File: src/rtl/mode_pkg.sv
// Shared types and constants for the stopwatch/timer mode arbiter.
// The keypad and display are shared between the two modes.
package mode_pkg;

  localparam logic MODE_SW = 1'b0;
  localparam logic MODE_TM = 1'b1;

  localparam int KEY_W  = 12;
  localparam int DISP_W = 24;

  typedef enum logic [1:0] {
    ST_STABLE   = 2'd0,
    ST_DEBOUNCE = 2'd1,
    ST_DRAIN    = 2'd2,
    ST_BLANK    = 2'd3
  } state_e;

endpackage

File: src/rtl/switch_debouncer.sv
// Two-flop synchroniser for the mode switch plus the debounce run-length counter.
// count_en is high only while the controller sits in DEBOUNCE, so the count restarts on every entry.
module switch_debouncer
  import mode_pkg::*;
#(
  parameter int DEB_CYCLES = 1000,
  parameter int CNT_W      = 10
) (
  input  logic clk,
  input  logic rst,
  input  logic switch_raw,
  input  logic cur_mode,
  input  logic count_en,
  output logic sw_s,
  output logic stable_diff
);

  logic             sync1_q, sync1_d;
  logic             sync2_q, sync2_d;
  logic [CNT_W-1:0] cnt_q, cnt_d;

  assign sw_s        = sync2_q;
  assign stable_diff = count_en && (sync2_q != cur_mode) &&
                       (cnt_q == CNT_W'(DEB_CYCLES - 1));

  always_comb begin
    sync1_d = switch_raw;
    sync2_d = sync1_q;
    cnt_d   = '0;
    // Hold at the terminal value so the count can never wrap.
    if (count_en) begin
      cnt_d = stable_diff ? cnt_q : cnt_q + CNT_W'(1);
    end
  end

  always_ff @(posedge clk or negedge rst) begin
    if (!rst) begin
      sync1_q <= 1'b0;
      sync2_q <= 1'b0;
      cnt_q   <= '0;
    end else begin
      sync1_q <= sync1_d;
      sync2_q <= sync2_d;
      cnt_q   <= cnt_d;
    end
  end

endmodule

File: src/rtl/mode_arbiter.sv
// Sequenced owner of the shared keypad scanner and 7-segment display.
// A mode change goes debounce -> drain held key -> blank/flush -> commit.
module mode_arbiter
  import mode_pkg::*;
#(
  parameter int DEB_CYCLES   = 1000,
  parameter int BLANK_CYCLES = 16,
  parameter int CNT_W        = 10
) (
  input  logic              clk,
  input  logic              rst,
  input  logic              switch_raw,
  input  logic [KEY_W-1:0]  key_data,
  input  logic              rst_req_s,
  input  logic              rst_req_t,
  input  logic [DISP_W-1:0] sw_data,
  input  logic [DISP_W-1:0] tm_data,
  output logic              mode_sel,
  output logic [KEY_W-1:0]  key_to_sw,
  output logic [KEY_W-1:0]  key_to_tm,
  output logic              scan_rst,
  output logic [DISP_W-1:0] disp_data,
  output logic              busy,
  output state_e            dbg_state
);

  state_e            state_q, state_d;
  logic              mode_q, mode_d;
  logic [CNT_W-1:0]  blank_cnt_q, blank_cnt_d;
  logic [KEY_W-1:0]  key_sw_q, key_sw_d;
  logic [KEY_W-1:0]  key_tm_q, key_tm_d;
  logic              scan_rst_q, scan_rst_d;
  logic [DISP_W-1:0] disp_q, disp_d;
  logic              busy_q, busy_d;
  logic              blank_next;
  logic              sw_s;
  logic              stable_diff;

  switch_debouncer #(
    .DEB_CYCLES (DEB_CYCLES),
    .CNT_W      (CNT_W)
  ) u_deb (
    .clk         (clk),
    .rst         (rst),
    .switch_raw  (switch_raw),
    .cur_mode    (mode_q),
    .count_en    (state_q == ST_DEBOUNCE),
    .sw_s        (sw_s),
    .stable_diff (stable_diff)
  );

  always_comb begin
    state_d     = state_q;
    mode_d      = mode_q;
    blank_cnt_d = blank_cnt_q;
    case (state_q)
      ST_STABLE: begin
        if (sw_s != mode_q) state_d = ST_DEBOUNCE;
      end
      ST_DEBOUNCE: begin
        if (sw_s == mode_q)   state_d = ST_STABLE;
        else if (stable_diff) state_d = ST_DRAIN;
      end
      ST_DRAIN: begin
        // No timeout: a held key must be released before routing can swap.
        if (sw_s == mode_q) begin
          state_d = ST_STABLE;
        end else if (key_data == '0) begin
          state_d     = ST_BLANK;
          blank_cnt_d = '0;
        end
      end
      ST_BLANK: begin
        if (blank_cnt_q == CNT_W'(BLANK_CYCLES - 1)) begin
          state_d = ST_STABLE;
          mode_d  = ~mode_q;
        end else begin
          blank_cnt_d = blank_cnt_q + CNT_W'(1);
        end
      end
      default: state_d = ST_STABLE;
    endcase

    // Output registers follow the next state so they line up with state_q.
    blank_next = (state_d == ST_BLANK);
    busy_d     = (state_d != ST_STABLE);
    key_sw_d   = (!blank_next && mode_d == MODE_SW) ? key_data : '0;
    key_tm_d   = (!blank_next && mode_d == MODE_TM) ? key_data : '0;
    scan_rst_d = blank_next | ((mode_d == MODE_SW) ? rst_req_s : rst_req_t);
    disp_d     = '0;
    if (!blank_next) disp_d = (mode_d == MODE_SW) ? sw_data : tm_data;
  end

  always_ff @(posedge clk or negedge rst) begin
    if (!rst) begin
      state_q     <= ST_STABLE;
      mode_q      <= MODE_SW;
      blank_cnt_q <= '0;
      key_sw_q    <= '0;
      key_tm_q    <= '0;
      scan_rst_q  <= 1'b0;
      disp_q      <= '0;
      busy_q      <= 1'b0;
    end else begin
      state_q     <= state_d;
      mode_q      <= mode_d;
      blank_cnt_q <= blank_cnt_d;
      key_sw_q    <= key_sw_d;
      key_tm_q    <= key_tm_d;
      scan_rst_q  <= scan_rst_d;
      disp_q      <= disp_d;
      busy_q      <= busy_d;
    end
  end

  assign mode_sel  = mode_q;
  assign key_to_sw = key_sw_q;
  assign key_to_tm = key_tm_q;
  assign scan_rst  = scan_rst_q;
  assign disp_data = disp_q;
  assign busy      = busy_q;
  assign dbg_state = state_q;

endmodule
File: config.mk
export PLATFORM = sky130hd
export DESIGN_NAME = mode_arbiter
export DESIGN_NICKNAME = d
export VERILOG_FILES = /design/src/rtl/mode_pkg.sv /design/src/rtl/switch_debouncer.sv /design/src/rtl/mode_arbiter.sv
export SDC_FILE = /design/constraint.sdc
export NUM_CORES = 1
export LEC_CHECK = 0
export BUFFER_PORTS_ARGS = -buffer_cell sky130_fd_sc_hd__buf_4
export CORE_UTILIZATION = 55
export CTS_BUF_LIST = sky130_fd_sc_hd__clkbuf_4 sky130_fd_sc_hd__clkbuf_8
export CTS_CLUSTER_SIZE = 25
export DETAILED_ROUTE_END_ITERATION = 8
export PLACE_DENSITY_LB_ADDON = 0.12
export SLEW_MARGIN = 20
export SYNTH_ARGS = -nofsm -noshare
export SYNTH_HDL_FRONTEND = slang
export SYNTH_HIERARCHICAL = 1
export SYNTH_SLANG_ARGS = --single-unit
File: constraint.sdc
create_clock -name clk -period 6.1 [get_ports clk]
set_input_delay 0.61 -clock clk [delete_from_list [all_inputs] [get_ports clk]]
set_output_delay 0.61 -clock clk [all_outputs]
set_load 0.005 [all_outputs]
==> results summary, run 1 <==
The maximum net fanout on the critical path is 38. The core region is 5540 sq um. The endpoint arrival time on the critical path is 2.61 ns.

The number of antenna violations at the first check in global routing is 0. The sort of element at the end of the critical path is a register. The share of power burned in registers came out at 49.8%.

The portion of synthesized cell area occupied by the leading cell type is 58.9%. The die is 78.1 um wide. The share of total power dissipated in the clock network is 41.9%. The final HPWL from detailed placement is 4.90 mm. The die boundary height is 78.1 um.

dfrtp_1 takes more of the synthesized area than any other cell. The initial core utilization came out at 57.5%. The clock latency of the later-clocked register in the worst-skew pair is 0.35 ns.

The number of vias per cell is 5.24. In this run the power spent charging and discharging nets is 0.000220 W. The total negative setup slack came out at 0 ns. The switching power share of the total came out at 21.1%. The remaining number of nets flagged by the antenna check after routing is 0. The area growth from synthesis to layout came out at 34.6%. The fill cell instance count of the final layout came out at 388.

The share of synthesized area occupied by flip-flops and latches is 58.9%. The total wirelength of the detailed-routed design came out at 7.14 mm. The detailed-routing iteration count for the pre-antenna-repair pass came out at 4.

The run finished with clean final reports. Leaving out fill and tap cells, the most frequent cells in the layout are 119 x buf_4, 75 x dfrtp_1, 61 x nand2_1. Clock-pin slew was measured on the worst setup and hold paths at 0.08 ns. The library cell used most frequently in the layout, excluding fill and tap cells, is buf_4. The worst path uses 38.2% of the clock period.

At the end of routability-driven placement, the weighted congestion stood at 0.785. The slew at the pin with the worst max-slew slack came out at 0.905 ns. The largest net degree at the start of global routing came out at 76.

The number of synthesis warnings came out at 6. The net count after synthesis came out at 356. In this run the cell area of the synthesized design comes to 3190 sq um.

The synthesized instance count is 289. After floorplanning, the core was divided into 27 placement rows. Setup repair after global routing left no endpoint under its margin.

The slowest stage of the critical path is the inv_2 cell. The fraction of final layout cells with drive strength greater than 1 is 40.3%. The internal power came out at 0.000821 W.

The leakage power figure came out at 2.12 nW. The floorplan die area came out at 6100 sq um. The final period demand of the worst path came out at 2.33 ns. Setup violations remaining at the end of the flow were counted as 0. Gates resized during post-CTS repair numbered 0. Cells fill 77.4% of the core in the end. In this run, distinct cell masters in the synthesized netlist total 40. The final count of hold timing violations is 0. The number of nets in the finished design is 471. Yosys attributes the largest share of cell area to dfrtp_1 59%, nand2_1 7.2%, a21oi_2 5.5%. The power per cell area is 243 nW/um^2. The clock root buffer master is clkbuf_8. The remaining global-route overflow came out at 0.

The post-detailed-route DRC marker count came out at 0. The tightest slew margin relative to the limit came out at 39.7%. The count of pins on the block boundary came out at 118. The final worst clock skew came out at 0.00899 ns. The average cell area after synthesis came out at 11.0 sq um.

The largest incremental delay on the critical path is 0.48 ns. The via count of the first global-routing pass is 2626. The total count of max-transition violations in the final report came out at 0. The number of buffers created by CTS came out at 9. The average detailed-routed wire length per instance is 14.8 um.

Summing over every cut layer, the via total after detailed routing is 2520. The power share of the combinational group came out at 8.2%. The count of inserted antenna diode cells came out at 0. In this run, synthesis produced a sequential element count of 75. Walking the worst path, the cells encountered are ha_1, and3_4, nand4_1, xor2_2, buf_4, inv_2, nand2_1, a21oi_2.

The violation count after the first detailed-routing iteration is 160. The worst setup path is launched from a register. The hold buffer count at cts came out at 0. The number of buffers on the longest clock path came out at 2.

The count of buffers added on input and output ports is 117. The worst min-delay path category is reg2reg. TritonCTS built the clock tree. The kind of critical path is reg2reg. Summing all flip-flop and latch instances after layout gives 1880 sq um.

The achievable frequency came out at 0.430 GHz. The tool flagged a number of max-cap violations equal to 0. For this design, the sink count on the clock tree is 75.

The combined area of the multi-input logic cells is 1170 sq um. The worst path required time is 6.38 ns. The first global-routing pass estimated 12.0 mm of wire. The H-tree was split into 3 levels. The worst-case IR drop observed on VDD is 0.119 mV. The combined global-route utilization of all metal layers came out at 26.0%. Buffers added to address setup during post-CTS repair amount to 0.
per-layer routing:
layer	global-route usage, %	share of wire (%)	up-vias
met5	0	0	-
met4	13.0	3.7	0
met3	8.60	7.4	23
met2	43.7	51	92
met1	29.8	38	1189
li1	-	-	1216
final cells by class:
class | count | share of cell area [%]
Clock buffer | 12 | 3.71
Clock inverter | 4 | 1.69
Timing Repair Buffer | 119 | 20.8
Inverter | 6 | 0.525
Multi-Input combinational cell | 193 | 27.4
Tap cell | 72 | 2.10
Sequential cell | 75 | 43.8
cells in the mapped netlist (all sizes together):
cell and count:
nor2 12, nand4 5, or4 5, a22o 1, a31o 1, mux2i 1
dfrtp 75, mux2 2, inv 6, nand4bb 1, nor2b 1, o21ai 4
a21oi 31, a31oi 2, nand2b 1, nor3 4, and4 1, and2 1
or2 1, nor4 4, and3b 1, or3 3, o31ai 4, xor2 7
ha 2, xnor2 4, nand3 5, buf 15, nand2 62, and3 27
registers in the layout (all words and copies together) (netlist names), 2 cells and up:
register,flops
disp_data,24
key_to_sw,12
key_to_tm,12
blank_cnt_q,10
u_deb/cnt_q,10
dbg_state,2
critical path: cells and delay by family (launching register included):
kind	cells	cell delay (ns)
xor gates and xnor gates	1	0.18
DFF	1	0.40
buffers and inverters	2	0.73
AOI/OAI and AO/OA	1	0.16
and+or+nand+nor	3	0.54
adders and majority gates	1	0.24
cell families (layout without fill, tap and decap cells):
group	Yosys count	in the layout	synth area share [%]
AO/OA/AOI/OAI	43	43	10.2
XOR/XNOR	11	11	3.02
adder cells (fa/ha/maj)	2	2	0.785
buffers and inverters	21	141	4.52
flip-flops	75	75	58.9
multiplexers	3	3	1.14
AND/OR/NAND/NOR	134	134	21.4
power groups by stage:
stage / clock [W] / combinational [W] / sequential [W]
finish: 0.000436 / 0.0000858 / 0.000518
global route: 0.000463 / 0.0000948 / 0.000520
CTS: 0.000439 / 0.0000872 / 0.000518
detailed placement: 0 / 0.0000870 / 0.000528
global placement: 0 / 0.0000853 / 0.000527
floorplan: 0 / 0.0000184 / 0.000529
stage by stage:
step	area, sq um	cells	power, W	setup slack, ns	hold slack [ns]
6_report	4290	481	0.00104	3.77	0.352
5_1_grt	4290	481	0.00108	3.58	0.356
3_3_place_gp	4060	465	0.000613	3.79	0.340
2_1_floorplan	3190	289	0.000548	4.13	0.314
4_1_cts	4290	481	0.00104	3.76	0.355
3_5_place_dp	4060	465	0.000615	3.76	0.338
path summary, 6_finish.rpt:
kind                                     start       endpoint  slack, ns  cells past startpoint
min in group asynchronous                  rst   key_to_tm[8]       0.39                      1
worst min register to register   u_deb/sync1_q     u_deb/sw_s       0.35                      0
worst max register to register  blank_cnt_q[1]   disp_data[9]       3.77                      8
worst max-delay path            blank_cnt_q[1]   disp_data[9]       3.77                      8
worst min-delay path             u_deb/sync1_q     u_deb/sw_s       0.35                      0
max in group asynchronous                  rst  disp_data[14]       5.12                      1
No activity file was read; power rests on OpenSTA's default activity.
==> inputs of run 2 (changes only) <==
ABC_AREA = 1   (was not set)
CORE_UTILIZATION = 46   (was 55)
clock period = 2 ns   (was 6.1 ns; I/O delays follow)
==> results summary, run 2 <==
The number of buffers created by CTS came out at 9 (unchanged). The number of distinct library cells after synthesis is 27 (-33%). The top cell types in the final layout, fill and taps aside, are 119 x buf_4, 104 x nand2_1, 75 x dfrtp_1.

The number of enable flip-flop cells after synthesis came to 0 (unchanged). The count of inserted antenna diode cells came out at 0 (unchanged). The worst setup path is captured at a register. The combined global-route utilization of all metal layers came out at 21.6% (-4.4 points). The final period demand of the worst path came out at 1.81 ns (-0.521 ns). The flip-flop cell with the highest count after synthesis is dfrtp_1. The number of vias per cell came to 4.74 (-9.5%).

The flow ran to the end, and the final reports show no timing, DRC or antenna violations. The final count of hold timing violations is 0 (unchanged). The number of nets in the finished design came out at 562 (+19%). The die boundary height is 86.6 um (+11%). The power share of the combinational group is 9.1% (+0.9 points). The endpoint arrival time on the critical path is 2.09 ns (-0.52 ns). The count of clock tree sinks is 75 (unchanged). The net count after synthesis came out at 438 (+23%). The share of power burned in registers is 51.7% (+1.9 points). The most common library cell in the layout ignoring fill and taps is buf_4. The internal power came out at 0.00232 W (+180%). The synthesized instance count is 371 (+28%). The clock group share of total power came out at 39.2% (-2.7 points). In this run the worst setup path begins at blank_cnt_q[1].

The kind of critical path is reg2reg. The standard cell core area is 6870 sq um (+24%). The slew at the pin with the worst max-slew slack came out at 0.414 ns (-0.490 ns).

The clock latency of the later-clocked register in the worst-skew pair came to 0.35 ns (about the same). The detailed-routing iteration count for the pre-antenna-repair pass came out at 4 (unchanged). The largest net degree at the start of global routing is 52 (-32%). The total negative setup slack is 0 ns (unchanged).

The largest voltage drop on the vdd net came to 0.359 mV (+200%). TritonCTS built the clock tree. The average cell area after synthesis was 8.88 sq um (-20%). The share of synthesized area occupied by flip-flops and latches is 57.0% (-1.9 points). The average detailed-routed wire length per instance came to 12.7 um (-15%). The worst register-to-register path begins at blank_cnt_q[1]. Following the worst setup path forward leads to its endpoint at disp_data[0].

The switching power share of the total is 24.2% (+3.0 points). The final worst clock skew is 0.0105 ns (+0.00151 ns). The synthesized design spends more area on one cell type than any other, namely dfrtp_1. The final cell utilization of the core is 65.7% (-12 points).

The floorplan die area came to 7500 sq um (+23%). In the synthesized netlist, the cells that appear most often are 104 x nand2_1, 75 x dfrtp_1, 46 x nand3_1. Setup repair after global routing left no endpoint under its margin. The number of buffers on the longest clock path came out at 2 (unchanged).

The via count of the first global-routing pass is 2733 (+4.1%). The clock-pin slew of the registers on the worst-case setup and hold paths is 0.08 ns (about the same). The number of cell rows came out at 30 (+11%). The final cycle utilization of the critical path was 90.3% (+52 points). The maximum level of the CTS H-tree came out at 3 (unchanged).

The total wirelength of the detailed-routed design is 7.54 mm (+5.6%). The tightest slew margin relative to the limit was 72.2% (+32 points). The async set-or-reset flop fraction in the synthesized netlist came out at 100% (unchanged). The post-detailed-route DRC marker count came out at 0 (unchanged). The violation count after the first detailed-routing iteration is 141 (-12%). Yosys attributes the largest share of cell area to dfrtp_1 57%, nand2_1 12%, nand3_1 7.0%. The internal reg-to-reg setup slack came to 0.19 ns (-3.58 ns). The number of setup buffers added after CTS came out at 0 (unchanged). The number of antenna violations at the first check in global routing came out at 0 (unchanged).

The die width is 86.6 um (+11%). The final HPWL from detailed placement is 5.74 mm (+17%). The worst register-to-register path ends at disp_data[0]. The flip-flop count of the largest register, all copies and words added is 24 (unchanged). The remaining global-route overflow is 0 (unchanged).

The worst path required time came out at 2.29 ns (-4.09 ns). The number of storage elements in the synthesis netlist came out at 75 (unchanged). The area growth from synthesis to layout came out at 37.1%. The maximum net fanout on the critical path came out at 19 (-50%). The total count of max-transition violations in the final report is 0 (unchanged).

The number of synthesis warnings is 6 (unchanged). nand2_1 is the most common cell in the netlist. The cell sitting at the root of the clock tree is a clkbuf_8.

The wire length of the first global-routing pass was 12.4 mm (+3.9%). The via count of the routed design came out at 2825 (+12%). The power per cell area is 677 nW/um^2 (+180%). The initial core utilization is 47.9% (-9.6 points).

The achievable frequency is 0.554 GHz (+29%). The number of max-cap violations is 0 (unchanged). The leakage power figure is 2.40 nW (+13%). The count of pins on the block boundary came out at 118 (unchanged). The portion of synthesized cell area occupied by the leading cell type was 57.0% (-1.9 points).

The weighted congestion reported at the end of routability-driven placement is 0.902 (+15%). The depth of the worst register-to-register path came to 10 (+2). The switching power total is 0.000739 W (+240%). The number of port buffers came out at 117 (unchanged). STA classifies the critical path startpoint as a register. The summed instance area of the synthesized netlist was 3290 sq um (+3.3%). The number of failing setup endpoints in the final timing report is 0 (unchanged). The remaining number of nets flagged by the antenna check after routing is 0 (unchanged).

The minimum setup slack in the final design was 0.194 ns (-3.58 ns). The worst min-delay path category is in2reg. The fraction of final layout cells with drive strength greater than 1 is 34.4% (-5.9 points). The worst slack at placement is 0.0623 ns (-3.70 ns).
run 2: cell types whose count changed after synthesis, moves of 8 or more:
cell | previous run | this run
a21oi_1 | 11 | 3
inv_1 | 5 | 30
a21oi_2 | 20 | 0
nor2_2 | 0 | 14
nand3_1 | 5 | 46
nand2_1 | 61 | 104
and3_1 | 26 | 0
nor2_1 | 11 | 40
run 2: worst max-delay path, cell delays in order, from the launching register on:
cell and delay [ns]:
dfrtp_1 0.42, ha_1 0.25, nand2_2 0.08, nor2_4 0.14
nand2_1 0.10, nand2_2 0.12, nand2_4 0.12, inv_4 0.20
buf_12 0.18, nand3_1 0.08, nand2_1 0.07
run 2: repair_timing:
action	in CTS	in global routing
endpoints found under the setup margin	0	31
resized for setup	0	4
hold buffers	2	0
hold endpoints to repair	25	0
run 2: per-stage QoR:
stage               cells  hold WS [ns]  power, W  area (sq um)
floorplan             371       -0.0956   0.00168          3290
global placement      578         0.124   0.00189          4280
detailed placement    578         0.127   0.00189          4280
CTS                   596        0.0210   0.00310          4500
global route          596        0.0319   0.00319          4510
finish                596        0.0374   0.00306          4510
run 2: area by class of cell:
cell class	instances	area (sq um)
flip-flops and latches	75	1880
inverters	36	141
clock buffers	9	124
multi-input cells	248	1190
clock inverters	7	81.3
fillers	599	2350
repair buffers	125	985
well taps	96	120
run 2: power by group through the flow:
| stage | registers, W | clock network [W] | logic, W |
|---|---|---|---|
| finish | 0.00158 | 0.00120 | 0.000277 |
| global route | 0.00159 | 0.00129 | 0.000309 |
| CTS | 0.00158 | 0.00123 | 0.000283 |
| floorplan | 0.00162 | 0 | 0.0000638 |
| detailed placement | 0.00161 | 0 | 0.000279 |
| global placement | 0.00161 | 0 | 0.000274 |
run 2: per-layer routing:
| metal | routed length (um) | track usage (%) | vias up |
|---|---|---|---|
| li1 | - | - | 1404 |
| met2 | 3780 | 35.8 | 89 |
| met4 | 171 | 9.55 | 0 |
| met1 | 3160 | 27.0 | 1318 |
| met5 | 0 | 0 | - |
| met3 | 427 | 5.24 | 14 |
run 2: worst min-delay path by stage:
stage | from | to | slack, ns | cells past startpoint
2_1_floorplan | rst | blank_cnt_q[0] | -0.1 | 0
3_3_place_gp | rst | u_deb/cnt_q[9] | 0.12 | 1
3_5_place_dp | rst | u_deb/cnt_q[9] | 0.13 | 1
4_1_cts | tm_data[14] | disp_data[14] | 0.02 | 3
5_1_grt | tm_data[13] | disp_data[13] | 0.03 | 3
6_report | tm_data[14] | disp_data[14] | 0.04 | 3
run 2: cells by family after synthesis:
kind of cell / after synthesis / share of synthesized area [%]
buffers and inverters: 48 / 7.14
adder cells (fa/ha/maj): 2 / 0.760
AND/OR/NAND/NOR: 225 / 31.3
AO/OA/AOI/OAI: 16 / 2.51
flip-flops: 75 / 57.0
XOR/XNOR: 5 / 1.33
==> inputs of run 3 (changes only) <==
PLACE_DENSITY_LB_ADDON = 0.15   (was 0.12)
SLEW_MARGIN = not set   (was 20)
==> results summary, run 3 (synthesis gave the netlist of run 2 again) <==
The via count of the first global-routing pass came out at 2772 (+1.4%). The final count of hold timing violations is 0 (unchanged). The total count of max-transition violations in the final report came out at 0 (unchanged).

TritonCTS built the clock tree. The largest net degree at the start of global routing is 41 (-21%). The number of buffers on the longest clock path was 2 (unchanged). The worst hold-check slack came to 0.0291 ns (-0.00825 ns). The post-layout instance count excluding filler cells came out at 597 (+0.17%). The number of nets in the finished design was 563 (+0.18%). The worst path required time is 2.29 ns (about the same).

The run finished with clean final reports. The via count of the routed design came to 2871 (+1.6%). The most common library cell in the layout ignoring fill and taps is buf_4.

The die width came to 86.6 um (unchanged). The detailed-routing iteration count for the pre-antenna-repair pass is 4 (unchanged). The leakage power figure was 2.41 nW (+0.50%).

The number of cell rows is 30 (unchanged). The area growth from synthesis to layout came out at 37.7%. The tightest slew margin relative to the limit came to 68.6% (-3.6 points). The flip-flop count of the largest register, all copies and words added came out at 24 (unchanged).

The wire length of the first global-routing pass came to 12.4 mm (-0.61%). The maximum net fanout on the critical path is 20 (+1). The number of setup buffers added after CTS came out at 0 (unchanged). The hold buffer count at cts is 2 (unchanged). The final period demand of the worst path is 1.81 ns (+0.000681 ns). The slew at the pin with the worst max-slew slack is 0.472 ns (+0.0571 ns). The count of inserted antenna diode cells came out at 0 (unchanged). Setup repair after global routing left no endpoint under its margin. The worst setup path is launched from a register. The average detailed-routed wire length per instance is 12.8 um (+0.94%). The clock group share of total power came out at 41.9% (+2.7 points). The floorplan die area is 7500 sq um (unchanged).

The count of clock tree sinks came out at 75 (unchanged). The number of max-cap violations came to 0 (unchanged). The total negative setup slack is 0 ns (unchanged). The fraction of final layout cells with drive strength greater than 1 is 34.5% (+0.13 points). The number of failing setup endpoints in the final timing report is 0 (unchanged). The final cycle utilization of the critical path was 90.4% (about the same).

The critical path starts at blank_cnt_q[1]. The library cells used most frequently in the layout, excluding fill and tap cells, are 121 x buf_4, 104 x nand2_1, 75 x dfrtp_1. The endpoint arrival time on the critical path came to 2.10 ns (about the same). The worst min-delay path category is in2reg. The combined global-route utilization of all metal layers is 21.7% (+0.099 points). The internal power was 0.00245 W (+5.5%). The total wirelength of the detailed-routed design is 7.62 mm (+1.1%). The clock-pin slew of the registers on the worst-case setup and hold paths is 0.09 ns (about the same). The depth of the worst register-to-register path is 8 (-2).

The maximum level of the CTS H-tree is 3 (unchanged). The violation count after the first detailed-routing iteration is 100 (-29%). The power per cell area came out at 706 nW/um^2 (+4.2%). The switching power total is 0.000755 W (+2.1%). The post-detailed-route DRC marker count came to 0 (unchanged). The number of port buffers came out at 117 (unchanged). The cell count after placement is 579 (+0.17%). The weighted congestion reported at the end of routability-driven placement is 0.897 (-0.61%). The startpoint identified for the worst register-to-register timing path is blank_cnt_q[1]. The share of power burned in registers is 49.4% (-2.3 points).

The remaining global-route overflow came out at 0 (unchanged). The reg-to-reg endpoint is disp_data[2]. The root buffer cell chosen for the clock tree is clkbuf_8.

The fill cell instance count of the final layout is 580 (-3.2%). The largest voltage drop on the vdd net came out at 0.346 mV (-3.6%). The switching power share of the total came out at 23.6% (-0.61 points).

The number of vias per cell came to 4.81 (+1.5%). Following the worst setup path forward leads to its endpoint at disp_data[2]. The internal reg-to-reg setup slack came to 0.19 ns (about the same). The achievable frequency is 0.553 GHz (about the same). The initial core utilization came out at 47.9% (unchanged). The final HPWL from detailed placement is 5.61 mm (-2.4%). The remaining number of nets flagged by the antenna check after routing is 0 (unchanged). The final worst clock skew is 0.0118 ns (+0.00131 ns). The number of buffers created by CTS was 9 (unchanged). The count of instances resized after the clock tree is built is 0 (unchanged).

The standard cell core area came out at 6870 sq um (unchanged). The clock latency of the later-clocked register in the worst-skew pair is 0.36 ns (about the same). The count of pins on the block boundary came out at 118 (unchanged).

The power share of the combinational group is 8.6% (-0.5 points). The sort of element at the end of the critical path is a register. The number of antenna violations at the first check in global routing came out at 0 (unchanged). The die boundary height was 86.6 um (unchanged). The critical path in this run is classified as reg2reg.
==> run 3: cell types whose count changed in the layout (fill, tap and decap cells not counted), sizes merged <==
| cell | change |
|---|---|
| buf | +1 |
| clkinv | -1 |
| bufinv | +1 |
==> run 3: layer usage <==
metal  vias to the layer above  share of wire [%]  GRT usage [%]
met4                         0                2.6           11.1
met5                         -                  0              0
met3                        19                6.8           5.71
met2                       118                 51           37.5
li1                       1402                  -              -
met1                      1332                 39           24.9
==> run 3: worst min-delay path by stage <==
| stage | startpoint | endpoint | slack [ns] | cells past startpoint |
|---|---|---|---|---|
| floorplan | rst | blank_cnt_q[0] | -0.1 | 0 |
| global placement | rst | u_deb/cnt_q[9] | 0.19 | 1 |
| detailed placement | rst | u_deb/cnt_q[8] | 0.19 | 1 |
| CTS | tm_data[5] | disp_data[5] | 0.01 | 3 |
| global route | tm_data[22] | disp_data[22] | 0.02 | 3 |
| finish | tm_data[10] | disp_data[10] | 0.03 | 3 |
==> run 3: final cells by class <==
class	instances	area [sq um]	area share, %
inverters	36	139	3.06
well taps	96	120	2.65
flip-flops and latches	75	1880	41.4
repair buffers	126	988	21.8
multi-input cells	248	1180	26.0
clock inverters	7	105	2.32
clock buffers	9	124	2.73
==> run 3: power by group through the flow <==
| stage | Sequential [W] | Combinational, W | Clock (W) |
|---|---|---|---|
| final | 0.00158 | 0.000276 | 0.00134 |
| after global routing | 0.00159 | 0.000309 | 0.00142 |
| after CTS | 0.00158 | 0.000282 | 0.00137 |
| after detailed placement | 0.00161 | 0.000278 | 0 |
| after global placement | 0.00161 | 0.000272 | 0 |
| after floorplan | 0.00162 | 0.0000638 | 0 |
==> run 3: worst max-delay path: stages, from the launching register on <==
cell	delay, ns
dfrtp_1	0.41
ha_1	0.25
nand2_2	0.09
nor2_4	0.14
nand4_1	0.19
nand2_4	0.21
buf_4	0.27
nand3_1	0.11
nand2_1	0.08
==> run 3: stage by stage <==
stage	setup slack, ns	utilization [%]	power [W]	cell area, sq um
global route	0.0302	66.0	0.00332	4530
global placement	0.272	62.4	0.00188	4290
CTS	0.187	66.0	0.00323	4530
finish	0.193	66.0	0.00320	4530
floorplan	0.448	-	0.00168	3290
detailed placement	0.209	62.4	0.00189	4290
